### config.mk
export PLATFORM = sky130hd
export DESIGN_NAME = mux_stream_rr
export DESIGN_NICKNAME = d
export VERILOG_FILES = /design/src/rtl/mux_pkg.sv /design/src/rtl/mux_stream_rr_grant.sv /design/src/rtl/mux_stream_rr.sv
export SDC_FILE = /design/constraint.sdc
export NUM_CORES = 1
export LEC_CHECK = 0
export ABC_AREA = 1
export CAP_MARGIN = 0
export CORE_MARGIN = 1.5
export CORE_UTILIZATION = 38
export CTS_CLUSTER_DIAMETER = 50
export CTS_CLUSTER_SIZE = 24
export DETAILED_ROUTE_END_ITERATION = 8
export PLACE_DENSITY = 0.81
export RECOVER_POWER = 50
export SKIP_CTS_REPAIR_TIMING = 1
export SLEW_MARGIN = 20
export SYNTH_ARGS = -nofsm -noshare
export SYNTH_HDL_FRONTEND = slang
export SYNTH_SLANG_ARGS = --single-unit
### constraint.sdc
create_clock -name clk -period 1.9 [get_ports clk]
set_input_delay 0.285 -clock clk [delete_from_list [all_inputs] [get_ports clk]]
set_output_delay 0.285 -clock clk [all_outputs]
set_load 0.1 [all_outputs]
### src/rtl/mux_pkg.sv
// mux_pkg: arbitration mode constants and wrapping first-set search shared by the stream mux.
package mux_pkg;
  localparam int MODE_RR   = 0;
  localparam int MODE_PRIO = 1;
  localparam int MAXCH     = 16;
  function automatic logic [3:0] first_set(input logic [MAXCH-1:0] req, input logic [3:0] start, input int n);
    logic [3:0] r;
    logic found;
    int c;
    r = '0;
    found = 1'b0;
    for (int i = 0; i < MAXCH; i++) begin
      c = (int'(start) + i) % n;
      if (i < n && !found && req[c]) begin
        r = 4'(c);
        found = 1'b1;
      end
    end
    return r;
  endfunction
endpackage

### src/rtl/mux_stream_rr_grant.sv
// rr_grant: one-hot grant and binary index over req, searching upward from ptr (or from 0 in priority mode).
module rr_grant
  import mux_pkg::*;
#(
  parameter int CHANNELS = 4,
  parameter int MODE     = MODE_RR,
  parameter int IDXW     = $clog2(CHANNELS)
) (
  input  logic [CHANNELS-1:0] req,
  input  logic [IDXW-1:0]     ptr,
  output logic [CHANNELS-1:0] grant,
  output logic [IDXW-1:0]     idx
);
  always_comb begin
    idx   = IDXW'(first_set(MAXCH'(req), MODE == MODE_PRIO ? 4'd0 : 4'(ptr), CHANNELS));
    grant = |req ? CHANNELS'(1) << idx : '0;
  end
endmodule

### src/rtl/mux_stream_rr.sv
// mux_stream_rr: N:1 valid/ready stream mux with registered output, round-robin or fixed-priority arbitration.
module mux_stream_rr
  import mux_pkg::*;
#(
  parameter int WIDTH    = 8,
  parameter int CHANNELS = 4,
  parameter int MODE     = MODE_RR,
  parameter int IDXW     = $clog2(CHANNELS)
) (
  input  logic                      clk,
  input  logic                      rst,
  input  logic [CHANNELS*WIDTH-1:0] d,
  input  logic [CHANNELS-1:0]       d_valid,
  output logic [CHANNELS-1:0]       d_ready,
  output logic [WIDTH-1:0]          out,
  output logic [IDXW-1:0]           out_sel,
  output logic                      out_valid,
  input  logic                      out_ready
);
  logic [WIDTH-1:0]    out_q, out_d;
  logic [IDXW-1:0]     sel_q, sel_d, ptr_q, ptr_d, idx;
  logic                valid_q, valid_d, load;
  logic [CHANNELS-1:0] grant;
  rr_grant #(.CHANNELS(CHANNELS), .MODE(MODE), .IDXW(IDXW)) u_grant (
    .req(d_valid), .ptr(ptr_q), .grant(grant), .idx(idx)
  );
  assign load      = !valid_q | out_ready;
  assign d_ready   = grant & {CHANNELS{load & !rst}};
  assign out       = out_q;
  assign out_sel   = sel_q;
  assign out_valid = valid_q;
  // Priority mode never moves the pointer; it stays at its reset value.
  always_comb begin
    out_d   = out_q;
    sel_d   = sel_q;
    valid_d = valid_q;
    ptr_d   = ptr_q;
    if (load) begin
      valid_d = |d_valid;
      if (|d_valid) begin
        out_d = d[idx*WIDTH +: WIDTH];
        sel_d = idx;
        ptr_d = MODE == MODE_RR ? (idx == IDXW'(CHANNELS-1) ? '0 : idx + 1'b1) : '0;
      end
    end
  end
  always_ff @(posedge clk) begin
    if (rst) begin
      out_q   <= '0;
      sel_q   <= '0;
      valid_q <= 1'b0;
      ptr_q   <= '0;
    end else begin
      out_q   <= out_d;
      sel_q   <= sel_d;
      valid_q <= valid_d;
      ptr_q   <= ptr_d;
    end
  end
endmodule

==> flow_results.org, run 1 <==
** Status
- The run finished, with violations left.
- The final reports fail on setup timing.

** Timing
- Minimum clock period :: about 2.4 ns
- Count of pins over their slew limit :: 0
- Setup violations remaining at the end of the flow were counted as 9.
- Min setup slack post-route :: -0.451 ns
- Setup TNS after final layout :: -1.90 ns
- Across the routed clock network, the largest skew measured is 0.00146 ns.
- Setup repair after global routing could not meet its margin everywhere.
- The final count of hold timing violations came to 0.
- Share of the clock period used by the worst path after layout :: 124%
- Based on the critical path, the design can be clocked at up to 0.425 GHz.
- Slew of the pin with the lowest slew margin :: approximately 0.56 ns
- On the final layout, the worst hold slack is ~0.5 ns.
- Measured against its own limit, the worst slew margin works out to 62.7%.

** Die
- 54 I/O pins were placed.
- Row generation in the floorplan step produced 20 rows.
- The die is about 60 microns wide.
- Initial Util :: between 40% and 50%
- Core Area :: around 0.003 sq mm
- The die covers between 0.003 and 0.004 sq mm.
- In this run the vertical extent of the chip is 59.9 microns.

** Clock tree
- Clock slew at reported path FFs :: 0.08 ns
- Clock tree synthesis selected as its root buffer the cell sky130_fd_sc_hd__clkbuf_4.
- Maximum level of the CTS H-tree :: 1
- CTS saw 13 sinks.
- Clock insertion delay at the later pin of the skew report :: roughly 0.28 ns
- TritonCTS built the clock tree.
- In this run, CTS created clock tree buffers numbering 3.
- Counting along the longest clock path gives a buffer depth of 2.

** Cells and area
- After filler insertion, the fill cell instance count of the layout stands at 238.
- The area growth from synthesis to layout is 78.3%.
- Final Cell Area :: between 0.002 and 0.0025 sq mm
- Layout cells sized above 1 :: 37.0%
- Area of the multi-input gates :: about 960 sq um
- Ant diodes :: 0
- Final layout net count :: about 320
- Summing all flip-flop and latch instances after layout gives roughly 270 sq um.

** Synth
- For this run, the leading register cell type out of synthesis is sky130_fd_sc_hd__dfxtp_1.
- Share of flip-flops with an asynchronous set or reset :: 0%
- After technology mapping, the gate count stands at between 200 and 250.
- Post-synthesis sequential element count :: 13
- Average footprint of a synthesized cell :: around 6.0 sq um
- Counting distinct cell types in the post-synthesis netlist gives 29.
- During synthesis, Yosys emitted a total of 0 warnings.
- Sequential cells were found to cover about a fifth of the synthesized design area.
- Post-synthesis instance area :: 0.00123 sq mm
- Number of synthesized flops with an enable pin :: 0
- Counting every net in the synthesized netlist gives around 240.

** Place
- Worst-case setup slack after placement :: -0.455 ns
- DP Wirelength :: ~2800 microns
- PortBufs :: 53
- The congestion estimate from routability-driven global placement came to around 0.84.
- Area of placed instances :: 0.00196 sq mm

** Worst hold path
- Worst min-delay path class :: reg2reg

** Route
- The final layout contains routed wiring with a total length of 4130 microns.
- Avg WL per Cell :: 12.7 microns
- For this run, design rule violations remaining after detail routing come to 0.
- In this run the remaining antenna-violating nets after routing total 0.
- Using the TritonRoute via totals, the vias-per-cell ratio works out to between 4 and 5.
- Vias after detailed routing :: around 1.6k
- Initial DRT Pass Iterations :: 4
- The first routing iteration left 94 violations.

** Critical path
- The critical path ends at d_ready[1].
- Data on the critical path arrives at its endpoint at approximately 2.1 ns.
- Highest cell delay on the worst timing path :: just under 0.4 ns
- Worst Path Max Fanout :: 8
- Startpoint of the lowest-slack register-to-register path :: ptr_q[0]
- For the worst flop-to-flop path, the logic depth is 15.
- Data required time at the worst endpoint :: 1.62 ns
- The worst setup path is of the reg2out kind.
- Worst reg2reg endpoint :: out[7]
- CP Launch Type :: register
- The critical path starts at ptr_q[0].
- Standard cell with the maximum stage delay on the critical path :: sky130_fd_sc_hd__dfxtp_4
- Traced cell by cell, the critical path runs through buf_12 > nand2_4 > nand3_2 > inv_1 > a31oi_4 > nand2_2 > nor2_4 > inv_2 > buf_4 > nor3_4 > buf_12.
- Crit. End Element :: output port
- In this design, the critical path's most frequently occurring cell is sky130_fd_sc_hd__buf_12.
- The setup check on the worst reg-to-reg path leaves a slack of -0.08 ns.

** GRT
- The first global-routing pass estimated between 5000 and 6000 microns of wire.
- Global Route Usage Sum :: between 20 and 25%
- Remaining global-route overflow :: 0
- Entering global routing, the biggest net connects 13 pins.
- Number of global-route vias before repair :: roughly 1.4k
- Number of antenna violations at the first check in global routing :: 0

** Job
- Across the run, the number of max-cap violations was 0.
==> layout make-up <==
class	count	area share, %
tap	44	2.51
timing repair buffer	80	34.5
clock buffer	4	1.20
inverter	30	5.60
multi-input combinational	154	43.9
sequential	13	12.3
==> worst min path at each step <==
stage          cells after the start         end        from  slack (ns)
3_5_place_dp                       2  out_sel[1]  out_sel[1]        0.48
2_1_floorplan                      1  out_sel[1]         rst        0.36
3_3_place_gp                       2  out_sel[0]  out_sel[0]        0.49
5_1_grt                            2  out_sel[1]  out_sel[1]        0.56
6_report                           2  out_sel[1]  out_sel[1]        0.51
4_1_cts                            2  out_sel[1]  out_sel[1]        0.50
==> synth_stat cells (4+ instances only) <==
library cell,n,area (sq um)
sky130_fd_sc_hd__buf_6,4,45.0
sky130_fd_sc_hd__dfxtp_1,13,260
sky130_fd_sc_hd__inv_1,24,90.1
sky130_fd_sc_hd__inv_2,4,15.0
sky130_fd_sc_hd__nand2_1,75,282
sky130_fd_sc_hd__nand2_2,8,50.1
sky130_fd_sc_hd__nand3_1,22,110
sky130_fd_sc_hd__nand3_2,6,60.1
sky130_fd_sc_hd__nand3b_1,4,30.0
sky130_fd_sc_hd__nor2_1,15,56.3
sky130_fd_sc_hd__o21ai_0,6,30.0
==> routing by layer <==
metal / global-route usage [%] / up-vias / share of wire, %
met5: 0 / - / 0
met4: 5.71 / 0 / 2.3
met3: 1.73 / 10 / 6.6
met2: 33.9 / 68 / 47
met1: 27.4 / 694 / 44
li1: - / 786 / -
==> worst max-delay path: cells and delay by family, from the launching register on <==
| kind | cells | cell delay (ns) |
|---|---|---|
| AO/OA/AOI/OAI | 1 | 0.15 |
| buffers and inverters | 5 | 0.65 |
| flip-flops | 1 | 0.39 |
| AND/OR/NAND/NOR | 5 | 0.58 |
==> flip-flops by register name, indices dropped and copies added, names as in the netlist <==
register,flops
out,8
out_sel,2
out_valid,1
ptr_q,2
==> kinds of logic after synthesis <==
group	share of synthesized area, %
compound gates	5.40
fa+ha+maj	1.02
buf+inv	15.3
flops	21.2
simple gates	57.1
==> layout by cell type, fill, tap and decap left out, drive strengths merged <==
cell / synthesis / layout
clkdlybuf4s50: 0 / 34
buf: 5 / 34
nand3: 29 / 29
dfxtp: 13 / 13
nor3: 1 / 1
ha: 1 / 1
clkbuf: 2 / 12
a21oi: 2 / 2
nand3b: 4 / 4
nor4: 1 / 1
o31ai: 1 / 1
nand2: 85 / 85
o211ai: 1 / 1
clkinv: 1 / 1
nor2: 19 / 19
o21ai: 7 / 7
dlymetal6s2s: 0 / 4
inv: 29 / 29
nand4: 2 / 2
a31oi: 1 / 1
==> per-stage QoR <==
step,util [%],std cells
2_1_floorplan,-,204
3_3_place_gp,64.1,316
3_5_place_dp,64.1,316
4_1_cts,65.0,320
5_1_grt,71.8,325
6_report,71.8,325
Power of run 1 is left out: the tool's default activity adds up to more than one toggle a clock period on the data nets, which glitch-free logic cannot reach.
==> run 2: changes to the inputs <==
--- a/config.mk
+++ b/config.mk
@@ -5,14 +5,13 @@
 export SDC_FILE = /design/constraint.sdc
 export NUM_CORES = 1
 export LEC_CHECK = 0
-export ABC_AREA = 1
 export CAP_MARGIN = 0
 export CORE_MARGIN = 1.5
-export CORE_UTILIZATION = 38
+export CORE_UTILIZATION = 33
 export CTS_CLUSTER_DIAMETER = 50
 export CTS_CLUSTER_SIZE = 24
 export DETAILED_ROUTE_END_ITERATION = 8
-export PLACE_DENSITY = 0.81
+export PLACE_DENSITY = 0.84
 export RECOVER_POWER = 50
 export SKIP_CTS_REPAIR_TIMING = 1
 export SLEW_MARGIN = 20
==> run 2 against run 1 <==
Against the previous run:
- flip-flop and latch count unchanged
- the flow still finishes with violations (setup timing)
- via count is 29% lower
- final cell count is 38% lower
- critical path depth is 4 lower
- largest cell class is now buffers
- maximum frequency is 8.8% higher
- first-iteration DRC count is 85% lower
==> flow_results.org, run 2 <==
** Status
- Status :: finished, violations left (unchanged)
- Failing checks: setup timing (unchanged).

** GRT
- The largest net degree at the start of global routing is 13 (unchanged).
- The number of antenna violations at the first check in global routing is 0 (unchanged).
- The via count of the first global-routing pass came to 934 (was 1372).
- The total global-route track usage is 19.7% (was 20.2%).
- The first-pass GRT wire length came to 4180 microns (was 5640 microns).
- The overall overflow remaining after global route is 0 (unchanged).

** Cells and area
- Most frequent cells in the layout :: sky130_fd_sc_hd__clkdlybuf4s50_1, sky130_fd_sc_hd__buf_4, sky130_fd_sc_hd__a21oi_1, sky130_fd_sc_hd__nand2_1, sky130_fd_sc_hd__clkbuf_2 (was sky130_fd_sc_hd__nand2_1, sky130_fd_sc_hd__clkdlybuf4s50_1, sky130_fd_sc_hd__buf_4, sky130_fd_sc_hd__nand3_1, sky130_fd_sc_hd__inv_1)
- The antenna diode instance count is 0 (unchanged).
- Most common cell after layout, fill and taps aside :: sky130_fd_sc_hd__clkdlybuf4s50_1 (was sky130_fd_sc_hd__nand2_1)
- The share of final-layout standard cells stronger than drive strength 1 came to 30.8% (was 37.0%).
- Largest register FFs :: 8 (unchanged)
- Final layout net count :: 213 (was 322)
- The growth of design area from synthesis to finish came to 82.6% (was 78.3%).
- The cell area after layout came to 0.00159 sq mm (was 0.00219 sq mm).

** Synth
- The cell with the most instances after synthesis is sky130_fd_sc_hd__a21oi_1 (was sky130_fd_sc_hd__nand2_1).
- The proportion of synthesized flip-flops having asynchronous set or reset is 0% (unchanged).
- Ranking of synthesized cells by instance count: sky130_fd_sc_hd__a21oi_1, sky130_fd_sc_hd__dfxtp_1, sky130_fd_sc_hd__nand2_1 (was sky130_fd_sc_hd__nand2_1, sky130_fd_sc_hd__inv_1, sky130_fd_sc_hd__nand3_1).
- The count of flip-flops with a built-in enable after synthesis was 0 (unchanged).
- The distinct cell type count after synthesis was 31 (was 29).
- Average footprint of a synthesized cell :: 8.28 sq um (was 6.02 sq um)
- Syn Inst Count :: 105 (was 204)
- The post-synthesis net count came to 145 (was 244).
- Top cell type by total area after synthesis :: sky130_fd_sc_hd__dfxtp_1 (was sky130_fd_sc_hd__nand2_1)
- Number of warning messages in the yosys log :: 0 (unchanged)
- The post-synthesis cell area came to 870 sq um (was 0.00123 sq mm).
- The total of flip-flops plus latches after synthesis is 13 (unchanged).
- Dominant cells by area after synthesis: sky130_fd_sc_hd__dfxtp_1, sky130_fd_sc_hd__a21oi_1, sky130_fd_sc_hd__mux2_4 (was sky130_fd_sc_hd__nand2_1, sky130_fd_sc_hd__dfxtp_1, sky130_fd_sc_hd__nand3_1).
- The proportion of synthesized chip area in sequential cells came to 29.9% (was 21.2%).
- The prevailing post-synth register cell is sky130_fd_sc_hd__dfxtp_1 (unchanged).
- The share of the synthesized area in the top cell type was 29.9% (was 22.9%).

** Die
- The number of rows in the core area came to 18 (was 20).
- The floorplan die height is 54.3 microns (was 59.9 microns).
- The horizontal die dimension is 54.3 microns (was 59.9 microns).
- Initial Util :: 35.1% (was 40.2%)
- The top-level I/O count is 54 (unchanged).
- Die outline area :: 0.00295 sq mm (was 0.00358 sq mm)
- The total core area was 0.00248 sq mm (was 0.00305 sq mm).

** Power and ir drop
- Clock Power Share :: roughly 14%
- The completed layout was analyzed and its total power is about 0.0013 W.
- Sw Ratio :: 47.7%
- For this design the ratio of total power to cell area is 819 mW/mm^2.
- Sequential fraction of design power :: a little over a quarter
- Maximum ir drop on the vdd rail :: around 0.00060 V
- Part of the total power dissipated in combinational logic :: between 50 and 60%
- Switching power summed over all nets :: 0.000620 W
- Internal power comes to roughly 0.00068 W.
- Total leakage power :: 0.730 nW

** Critical path
- Worst Path Max Fanout :: 5 (was 8)
- Cells along the critical path :: nand2b_4 > a21oi_2 > a211o_1 > inv_2 > buf_12 > nor4_4 > buf_12 (was buf_12 > nand2_4 > nand3_2 > inv_1 > a31oi_4 > nand2_2 > nor2_4 > inv_2 > buf_4 > nor3_4 > buf_12)
- The arrival time at the worst endpoint came to 1.88 ns (was 2.07 ns).
- Critical path's most frequent cell :: sky130_fd_sc_hd__buf_12 (unchanged)
- The nature of the critical path startpoint is a register (unchanged).
- The number of cells on the worst reg-to-reg path was 9 (was 15).
- Number of buffer and inverter instances along the worst setup path :: 3 (was 5)
- Highest cell delay on the worst timing path :: 0.35 ns (was 0.39 ns)
- The type of element capturing the critical path was an output port (unchanged).
- The kind of cell adding the most delay to the critical path is simple AND/OR/NAND/NOR gates (was buffers and inverters).
- The library cell contributing the largest single delay on the critical path is sky130_fd_sc_hd__dfxtp_2 (was sky130_fd_sc_hd__dfxtp_4).
- The depth of the critical timing path with buffers and inverters included is 7 (was 11).
- Type of the worst setup path :: reg2out (unchanged)
- The worst-case register-to-register setup slack is 0.07 ns (was -0.08 ns).
- Data required time at the worst endpoint :: 1.62 ns (about the same)

** Place
- The post-placement worst setup slack came to -0.381 ns (was -0.455 ns).
- Final weighted congestion of routability-driven global placement :: 0.884 (was 0.845)
- DP Wirelength :: 2480 microns (was 2820 microns)
- The cell area after placement was 0.00155 sq mm (was 0.00196 sq mm).
- PortBufs :: 53 (unchanged)

** Clock tree
- The TritonCTS clock tree was done (unchanged).
- Maximum level of the CTS H-tree :: 1 (unchanged)
- Buffer levels on the longest clock path :: 2 (unchanged)
- The CTS clock-pin slew for the worst setup and hold paths was 0.09 ns (was 0.08 ns).
- Number of buffers added by the clock tree synthesis step :: 3 (unchanged)
- The clock latency on the worst-skew pair came to 0.29 ns (was 0.28 ns).
- Total clock sinks :: 13 (unchanged)
- The cell chosen for the clock root is sky130_fd_sc_hd__clkbuf_4 (unchanged).

** Timing
- Minimum clock period :: 2.16 ns (was 2.35 ns)
- The final worst-path setup slack was -0.260 ns (was -0.451 ns).
- The final setup violation count was 3 (was 9).
- Slew of the pin with the lowest slew margin :: 0.569 ns (was 0.562 ns)
- Setup repair after global routing missed its margin :: yes (unchanged)
- Setup TNS after final layout :: -0.570 ns (was -1.90 ns)
- The number of max-slew violations in the final report came to 0 (unchanged).
- The fraction of the cycle the final worst path needs is 114% (was 124%).
- The maximum achievable frequency is 0.463 GHz (was 0.425 GHz).
- Hold violation total from the final report :: 0 (unchanged)
- Final-layout worst hold slack :: 0.416 ns (was 0.513 ns)
- The max-slew headroom at the worst pin is 62.2% (was 62.7%).
- The worst clock skew is 0.00609 ns (was 0.00146 ns).

** Route
- The number of iterations in the first detailed-routing pass is 4 (unchanged).
- Average via count per standard cell :: 5.45 (was 4.79)
- The average detailed-routed wire length per instance is 15.5 microns (was 12.7 microns).
- 1st-iter DRT viols :: 14 (was 94)
- Total Wirelength :: 3130 microns (was 4130 microns)
- # DRC :: 0 (unchanged)
- Vias after detailed routing :: 1101 (was 1558)
- The number of nets with antenna violations after detailed routing came to 0 (unchanged).

** Job
- The reported max-cap violation count was 0 (unchanged).

** Worst hold path
- The kind of path behind the tightest hold check is in2reg (was reg2reg).
- The cell depth of the worst min-delay path was 3 (was 2).
-- run 2: cell types whose count changed after synthesis, moves of 8 or more --
cell	change
sky130_fd_sc_hd__inv_1	-19
sky130_fd_sc_hd__nand3_1	-18
sky130_fd_sc_hd__nand2_2	-8
sky130_fd_sc_hd__a21oi_1	+12
sky130_fd_sc_hd__nand2_1	-63
sky130_fd_sc_hd__nor2_1	-13
-- run 2: through the flow --
stage,cells,utilization (%)
5_1_grt,202,64.1
3_3_place_gp,197,62.6
3_5_place_dp,197,62.6
6_report,202,64.1
4_1_cts,201,63.6
2_1_floorplan,105,-
-- run 2: layer usage --
layer | track usage [%] | part of all wire [%]
met3 | 1.64 | 4.6
met5 | 0 | 0
met2 | 34.3 | 53
met1 | 25.0 | 40
met4 | 7.50 | 1.7
-- run 2: layout make-up --
cell class / instances / area [sq um]
fill: 228 / 890
sequential: 13 / 264
multi-input combinational: 79 / 572
inverter: 6 / 22.5
clock buffer: 4 / 26.3
tap: 30 / 37.5
timing repair buffer: 70 / 666
-- run 2: worst paths after layout --
path	from	to
worst min-delay path	d_valid[3]	out_valid
worst min register to register	out_sel[0]	out_sel[0]
worst max-delay path	ptr_q[0]	d_ready[0]
worst max register to register	ptr_q[0]	out[0]
-- run 2: cells by family after synthesis --
logic type               count (synthesis)  share of synthesized area [%]
AO/OA/AOI/OAI                           39                           29.4
adder cells (fa/ha/maj)                  1                           1.44
buffers and inverters                   13                           7.34
flip-flops                              13                           29.9
multiplexers                             8                           11.5
AND/OR/NAND/NOR                         31                           20.4
-- run 2: power by group through the flow --
| stage | Clock, W | Combinational [W] | Sequential, W |
|---|---|---|---|
| 2_1_floorplan | 0 | 0.000276 | 0.000592 |
| 3_3_place_gp | 0 | 0.000757 | 0.000350 |
| 3_5_place_dp | 0 | 0.000773 | 0.000354 |
| 4_1_cts | 0.000181 | 0.000774 | 0.000348 |
| 5_1_grt | 0.000198 | 0.000794 | 0.000355 |
| 6_report | 0.000186 | 0.000765 | 0.000350 |
-- run 2: worst reg2reg max path, stage by stage (launching register included) --
cell and delay (ns):
sky130_fd_sc_hd__dfxtp_2 0.35, sky130_fd_sc_hd__nand2b_4 0.14, sky130_fd_sc_hd__a21oi_2 0.14, sky130_fd_sc_hd__a211o_1 0.18, sky130_fd_sc_hd__inv_2 0.08, sky130_fd_sc_hd__buf_12 0.13
sky130_fd_sc_hd__nor4_4 0.35, sky130_fd_sc_hd__buf_4 0.17, sky130_fd_sc_hd__buf_4 0.12, sky130_fd_sc_hd__a221o_1 0.13
Note: power is estimated with default switching activity, not from simulation.
